--- config.mk ---
export PLATFORM = sky130hd
export DESIGN_NAME = detect_event_logger
export DESIGN_NICKNAME = d
export VERILOG_FILES = /design/src/rtl/detect_event_logger.sv
export SDC_FILE = /design/constraint.sdc
export NUM_CORES = 1
export LEC_CHECK = 0
export BUFFER_PORTS_ARGS = -buffer_cell sky130_fd_sc_hd__buf_2
export CORE_UTILIZATION = 54
export DETAILED_ROUTE_END_ITERATION = 12
export PLACE_DENSITY = 0.81
export SLEW_MARGIN = 5
export SYNTH_ARGS = -nofsm -noshare
export SYNTH_HDL_FRONTEND = slang
export SYNTH_SLANG_ARGS = --single-unit
--- constraint.sdc ---
create_clock -name clock_i -period 3.2 [get_ports clock_i]
set_clock_uncertainty 0.1 [all_clocks]
set_input_delay 0.8 -clock clock_i [delete_from_list [all_inputs] [get_ports clock_i]]
set_output_delay 0.8 -clock clock_i [all_outputs]
set_load 0.005 [all_outputs]
--- src/rtl/detect_event_logger.sv ---
// detect_event_logger: timestamps detector events into a show-ahead FIFO with counters.
// Ports:
//   clock_i        rising-edge clock
//   reset_i        synchronous active-high reset
//   detect_in_i    detector output, sampled every edge
//   clear_i        empties FIFO and clears counters/overflow; timestamp keeps running
//   rd_ready_i     consumer accepts the head entry
//   rd_valid_o     FIFO non-empty
//   rd_data_o      head timestamp (0 while empty)
//   event_count_o  saturating count of events since reset/clear
//   drop_count_o   saturating count of events lost to a full FIFO
//   overflow_o     sticky, set on the first drop
//   level_o        FIFO occupancy
module detect_event_logger #(
    parameter int TS_WIDTH    = 16,
    parameter int DEPTH       = 8,
    parameter int COUNT_WIDTH = 8,
    parameter int EDGE_MODE   = 0
) (
    input  logic                       clock_i,
    input  logic                       reset_i,
    input  logic                       detect_in_i,
    input  logic                       clear_i,
    input  logic                       rd_ready_i,
    output logic                       rd_valid_o,
    output logic [TS_WIDTH-1:0]        rd_data_o,
    output logic [COUNT_WIDTH-1:0]     event_count_o,
    output logic [COUNT_WIDTH-1:0]     drop_count_o,
    output logic                       overflow_o,
    output logic [$clog2(DEPTH):0]     level_o
);
    localparam int PW = $clog2(DEPTH);
    localparam int LW = PW + 1;

    logic [TS_WIDTH-1:0]    mem [DEPTH];
    logic [TS_WIDTH-1:0]    ts_q, ts_d;
    logic [PW-1:0]          wptr_q, wptr_d, rptr_q, rptr_d;
    logic [LW-1:0]          level_q, level_d;
    logic [COUNT_WIDTH-1:0] ev_q, ev_d, drop_q, drop_d;
    logic                   ovf_q, ovf_d, prev_q, prev_d;
    logic                   evt, pop, full, push, drop;

    always_comb begin
        evt     = detect_in_i && (EDGE_MODE == 0 || !prev_q);
        pop     = (level_q != '0) && rd_ready_i;
        full    = level_q == LW'(DEPTH);
        // A full FIFO still accepts a push when the head leaves on the same edge.
        push    = evt && (!full || pop);
        drop    = evt && !push;
        ts_d    = ts_q + 1'b1;
        prev_d  = detect_in_i;
        wptr_d  = clear_i ? '0 : wptr_q + PW'(push);
        rptr_d  = clear_i ? '0 : rptr_q + PW'(pop);
        level_d = clear_i ? '0 : level_q + LW'(push) - LW'(pop);
        ev_d    = clear_i ? '0 : ev_q + COUNT_WIDTH'(evt && ev_q != '1);
        drop_d  = clear_i ? '0 : drop_q + COUNT_WIDTH'(drop && drop_q != '1);
        ovf_d   = !clear_i && (ovf_q || drop);
    end

    always_ff @(posedge clock_i) begin
        if (reset_i) begin
            ts_q    <= '0;
            wptr_q  <= '0;
            rptr_q  <= '0;
            level_q <= '0;
            ev_q    <= '0;
            drop_q  <= '0;
            ovf_q   <= 1'b0;
            prev_q  <= 1'b0;
        end else begin
            ts_q    <= ts_d;
            wptr_q  <= wptr_d;
            rptr_q  <= rptr_d;
            level_q <= level_d;
            ev_q    <= ev_d;
            drop_q  <= drop_d;
            ovf_q   <= ovf_d;
            prev_q  <= prev_d;
            if (push && !clear_i) mem[wptr_q] <= ts_q;
        end
    end

    assign rd_valid_o    = level_q != '0;
    assign rd_data_o     = rd_valid_o ? mem[rptr_q] : '0;
    assign event_count_o = ev_q;
    assign drop_count_o  = drop_q;
    assign overflow_o    = ovf_q;
    assign level_o       = level_q;
endmodule

==> results of run 1 <==
[through the flow]
stage | utilization, % | cells | total power, uW
after floorplan | - | 412 | 2610
after global placement | 60.3 | 623 | 2690
after detailed placement | 60.3 | 623 | 2700
after CTS | 65.0 | 655 | 4620
after global routing | 65.0 | 655 | 4730
final | 65.0 | 655 | 4580
[sequential cells by signal, indices dropped and copies added (netlist names)]
| signal | cells |
|---|---|
| rptr_q | 3 |
| wptr_q | 3 |
| mem | 128 |
| ts_q | 16 |
| event_count_o | 8 |
| drop_count_o | 8 |
| level_o | 4 |
| overflow_o | 1 |
[cell families after synthesis]
logic type / after synthesis / synth area share, %
buffers and inverters: 25 / 2.16
multiplexers: 33 / 11.5
adder cells (fa/ha/maj): 14 / 2.67
AND/OR/NAND/NOR: 111 / 8.20
flip-flops: 171 / 68.8
AO/OA/AOI/OAI: 34 / 3.55
XOR/XNOR: 24 / 3.08
[cells in the mapped netlist, types with 11 or more instances]
master / number
a22o_1: 16
xnor2_1: 15
dfxtp_1: 43
ha_1: 13
mux4_1: 15
and2_1: 11
nor2_1: 37
mux4_2: 17
nand3_1: 15
nand2_1: 15
edfxtp_1: 128
[critical path, cell delays in order, from the launching register on]
cell and delay, ns:
dfxtp_1 0.37, inv_1 0.06, ha_1 0.21, nand2_1 0.14
and2_1 0.41, buf_4 0.28, a22o_1 0.17, buf_2 0.12
[worst paths after layout]
| check | start | to | slack, ns | cells after the start |
|---|---|---|---|---|
| max reg2reg | level_o[3]$_SDFF_PP0_ | mem[3][3]$_DFFE_PP_ | 0.74 | 7 |
| min reg2reg | overflow_o$_SDFF_PP0_ | overflow_o$_SDFF_PP0_ | 0.37 | 2 |
| min | overflow_o$_SDFF_PP0_ | overflow_o$_SDFF_PP0_ | 0.37 | 2 |
| max | level_o[3]$_SDFF_PP0_ | rd_data_o[0] | 0.13 | 7 |
[final cells by class]
class | count | share of cell area, %
tap | 168 | 2.66
timing repair buffer | 60 | 4.37
clock buffer | 19 | 5.87
multi-input combinational | 216 | 25.9
inverter | 8 | 0.380
clock inverter | 13 | 1.28
sequential | 171 | 59.5
[routing by layer]
metal / vias up / track usage, % / part of all wire (%)
met3: 25 / 6.56 / 5.2
met2: 100 / 34.4 / 51
met5: - / 0 / 0
met1: 1836 / 26.3 / 42
li1: 1731 / - / -
met4: 0 / 8.14 / 2.5
[where the power goes]
part / total [uW] / internal (uW) / switching, uW / leakage, uW
Clock: 1940 / 1070 / 862 / 0.000283
Sequential: 2400 / 2380 / 23.3 / 0.00155
Combinational: 243 / 117 / 126 / 0.000986
==> qor.txt, run 1 <==
Pleak - 0.00282 uW
initial antenna violation count - 0
Seq. cell area - 4710 um2
most frequent cells in the layout - 128 x edfxtp_1, 42 x dfxtp_1, 42 x buf_2
CTS tree - done
Final Cell Area - 7910 um2
largest net degree at the start of global routing - 33
H-tree Lvls - 4
synthesis warning total - 0
Starting Density - 56.2%
clk sink count - 171
ys async rst share - 0%
Mapped Avg Cell Area - 16.6 um2
Crit. End Element - primary output
commonest non-fill, non-tap cell in the layout - edfxtp_1
post-cts hold buffer count - 0
worst slew pin tran - 0.516 ns
Port Buffer Count - 42
fmax - 325 MHz
Final period util - 96.1%
vias per cell - 5.64
drt first-iter violations - 270
Clock Tree Buf Depth - 2
synthesized netlist cell count - 412
worst setup margin - 0.126 ns
post-synth net total - 431
first-pass GRT wire length - 19600 um
Yosys top cell by area - edfxtp_1
Root Driver - clkbuf_16
vias in the first global route - 3721
Area Overhead vs Synth - 15.7%
clock transition at the registers of the reported paths - 0.06 ns
top post-synthesis cells by area - edfxtp_1 56%, dfxtp_1 13%, mux4_1 5.8%
DPL Wire Length - 7700 um
DRT antenna net count - 0
grt total ovfl - 0
worst vdd ir - 0.309 mV
startpoint types - flop
Final Hold Viols - 0
Setup Buffers After CTS - 0
status - finished, final reports clean
die width - 115 um
die area - 13100 um2
final net count - 493
Residual DRC - 0
Setup CP Type - flop to primary output
sequential-to-total area share from yosys stat - 68.8%
GP Congestion - 0.732
number of diodes - 0
# IOs - 43
Setup violations, final - 0
relative slew slack - 65.5%
Placement Setup Slack - 0.593 ns
Multi-input gate area - 2050 um2
Hold WC Path Type - flop to flop
placed cell area - 7340 um2
vias - 3692
Power Dens Cells - 580 nW/um2
Hold Worst Slack - 0.367 ns
share of cells above drive strength 1 - 25.1%
crit path max fanout - 10
WL final - 12500 um
number of cell rows - 40
Pre-antenna DRT Iters - 4
Critical Path RT - 2.30 ns
Worst-Skew Late Latency - 0.43 ns
GRT Overall Usage - 21.0%
Slew Limit Fails - 0
RSZ-0062 raised after global routing - no
setup TNS - 0 ns
Fillers - 809
Top FF cell, synth - edfxtp_1
Die Y - 115 um
routed wire length per instance - 19.0 um
crit path time final - 3.07 ns
Yosys reg bits - 171
# resized after CTS - 0
TritonCTS buffer count - 17
Synth top area share - 56.2%
Yosys cell types - 38
post-synthesis cell area - 6840 um2
Core Area - 12200 um2
max_cap viols - 0
arrival time of the worst setup path - 2.17 ns
Post-synth EDFFs - 128
(Power assumes the default switching activity.)
==> run 2, diff against run 1 <==
Settings changed: BUFFER_PORTS_ARGS -buffer_cell sky130_fd_sc_hd__buf_2 to -buffer_cell sky130_fd_sc_hd__buf_4, CELL_PAD_IN_SITES_DETAIL_PLACEMENT set to 1, CELL_PAD_IN_SITES_GLOBAL_PLACEMENT set to 1, CORE_UTILIZATION 54 to 46.
==> run 2 against run 1 <==
Final area grew 1.6%. Wire length is 17% higher. Register-to-register slack got worse by 0.08 ns. Combinational power up 14%. Critical path depth unchanged. Sequential power is essentially flat. Global-route usage down 0.25 points. Total power grew 3.0%. Cell count increased by 1.7%. Clock power is 5% higher. First-iteration DRC count increased by 3.3%. Flip-flop and latch count did not move. Critical path type unchanged.
==> qor.txt, run 2 (synthesis gave the netlist of run 1 again) <==
status - finished, final reports clean
Hold WC Path Type - flop to flop
Final period util - 91.2% (-4.9 points)
vias per cell - 5.62 (-0.29%)
critical path, cell by cell - inv_1 > ha_1 > nand2_1 > and2_2 > buf_4 > a22o_1 > buf_4
die area - 15400 um2 (+17%)
crit path max fanout - 10 (unchanged)
Die Y - 124 um (+8.2%)
crit path time final - 2.92 ns (-0.155 ns)
Core Area - 14500 um2 (+20%)
clock share of power - 43.2% (+0.9 points)
Int Pwr - 3680 uW (+3.1%)
max incr delay on CP - 0.34 ns (-0.07 ns)
Crit. path cell count - 7 (unchanged)
WL final - 14500 um (+17%)
clk sink count - 171 (unchanged)
number of diodes - 0 (unchanged)
max_cap viols - 0 (unchanged)
setup TNS - 0 ns (unchanged)
Fillers - 1405 (+74%)
DPL Wire Length - 9200 um (+20%)
Slew Limit Fails - 0 (unchanged)
Final Hold Viols - 0 (unchanged)
Crit. End Element - primary output
vias in the first global route - 3972 (+6.7%)
first-pass GRT wire length - 22600 um (+15%)
fmax - 343 MHz (+5.3%)
Critical Path RT - 2.30 ns (about the same)
arrival time of the worst setup path - 2.02 ns (-0.15 ns)
worst setup margin - 0.281 ns (+0.155 ns)
Sw Ratio - 22.0% (-0.10 points)
worst vdd ir - 0.320 mV (+3.7%)
clock transition at the registers of the reported paths - 0.07 ns (about the same)
vias - 3743 (+1.4%)
Bufs and invs on worst path - 3 (unchanged)
Clock Tree Buf Depth - 2 (unchanged)
die width - 124 um (+8.2%)
# IOs - 43 (unchanged)
Placement Setup Slack - 0.513 ns (-0.0804 ns)
post-cts hold buffer count - 0 (unchanged)
slowest stage cell, crit path - dfxtp_1
critical hold path startpoint - overflow_o$_SDFF_PP0_
most used cell, CP - buf_4
H-tree Lvls - 4 (unchanged)
R2R depth - 7 (unchanged)
dpl cells - 634 (+1.8%)
RSZ-0062 raised after global routing - no
Reg with most FFs - mem
Hold Worst Slack - 0.355 ns (-0.0119 ns)
largest registers ranked by flip-flop count - mem: 128 flops, ts_q: 16 flops
number of cell rows - 44 (+10%)
most frequent cells in the layout - 128 x edfxtp_1, 54 x buf_4, 42 x dfxtp_1
Pre-antenna DRT Iters - 4 (unchanged)
worst slew pin tran - 0.525 ns (+0.00840 ns)
Root Driver - clkbuf_16
Design Power - 4720 uW (+3.0%)
Setup violations, final - 0 (unchanged)
Worst-Skew Late Latency - 0.43 ns (about the same)
Psw - 1040 uW (+2.5%)
r2r endpoint - mem[3][12]$_DFFE_PP_
routed wire length per instance - 21.8 um (+15%)
Area Overhead vs Synth - 17.4%
DRT antenna net count - 0 (unchanged)
Seq pwr share - 51.0% (-1.4 points)
Setup CP Type - flop to primary output
final net count - 488 (-1.0%)
Non-Filler Instances - 666 (+1.7%)
Largest register FFs - 128 (unchanged)
TritonCTS buffer count - 17 (unchanged)
CP delay by family, top - buffers and inverters
startpoint types - flop
initial antenna violation count - 0 (unchanged)
commonest non-fill, non-tap cell in the layout - edfxtp_1
Port Buffer Count - 42 (unchanged)
Power Dens Cells - 588 nW/um2 (+1.4%)
Starting Density - 47.0% (-9.2 points)
Comb pwr share - 5.8% (+0.5 points)
share of cells above drive strength 1 - 24.3% (-0.78 points)
Hold Path End - overflow_o$_SDFF_PP0_
drt first-iter violations - 279 (+3.3%)
largest net degree at the start of global routing - 33 (unchanged)
Residual DRC - 0 (unchanged)
Pleak - 0.00280 uW (-0.69%)
hold path depth - 2 (unchanged)
worst reg-to-reg setup slack - 0.66 ns (-0.08 ns)
GP Congestion - 0.728 (-0.55%)
GRT Overall Usage - 20.8% (-0.25 points)
origin of the critical flop-to-flop path - level_o[2]$_SDFF_PP0_
CTS tree - done
grt total ovfl - 0 (unchanged)
relative slew slack - 65.0% (-0.56 points)
==> run 2: cell count changes in the layout (fill, tap and decap cells not counted), moves of 2 or more <==
| cell | change |
|---|---|
| buf_2 | -42 |
| buf_4 | +36 |
| bufinv_16 | +2 |
| inv_4 | -4 |
| inv_6 | +2 |
==> run 2: worst max-delay path by stage <==
stage | startpoint | end
after floorplan | rd_ready_i | mem[3][0]$_DFFE_PP_
after global placement | rd_ready_i | mem[3][5]$_DFFE_PP_
after detailed placement | rd_ready_i | mem[3][4]$_DFFE_PP_
after CTS | level_o[2]$_SDFF_PP0_ | rd_data_o[15]
after global routing | level_o[2]$_SDFF_PP0_ | rd_data_o[5]
final | level_o[2]$_SDFF_PP0_ | rd_data_o[5]
==> run 2: per-layer routing <==
layer | vias up | global-route usage, % | routed length (um)
met5 | - | 0 | 0
met1 | 1939 | 24.7 | 5870
li1 | 1709 | - | -
met3 | 19 | 4.81 | 461
met2 | 76 | 36.8 | 7950
met4 | 0 | 7.44 | 234
==> run 2: worst min-delay path: cells and delay by family (launching register included) <==
| family | cells | cell delay, ns |
|---|---|---|
| buf+inv | 1 | 0.05 |
| flops | 1 | 0.31 |
| compound gates | 1 | 0.05 |
==> run 2: stage by stage <==
stage	instance area [um2]	utilization [%]
5_1_grt	8030	55.2
6_report	8030	55.2
3_3_place_gp	7440	51.2
2_1_floorplan	6850	-
3_5_place_dp	7440	51.2
4_1_cts	8030	55.2
==> run 2: final cells by class <==
cell class,count,area (um2),share of cell area (%)
flip-flops and latches,171,4710,58.6
clock inverters,15,161,2.01
clock buffers,17,425,5.30
inverters,8,30.0,0.374
multi-input cells,216,2050,25.5
well taps,184,230,2.87
repair buffers,55,425,5.30
==> run 2: repair_timing <==
action / 4_1_cts / 5_1_grt
buffers inserted: 0 / 0
gates resized for setup: 0 / 1
endpoints found under the setup margin: 0 / 1
==> run 2: power by group through the flow <==
stage	Clock, uW	Sequential, uW	Combinational (uW)
finish	2040	2410	276
global route	2150	2410	302
CTS	2070	2410	281
detailed placement	0	2450	279
global placement	0	2450	265
floorplan	0	2440	168
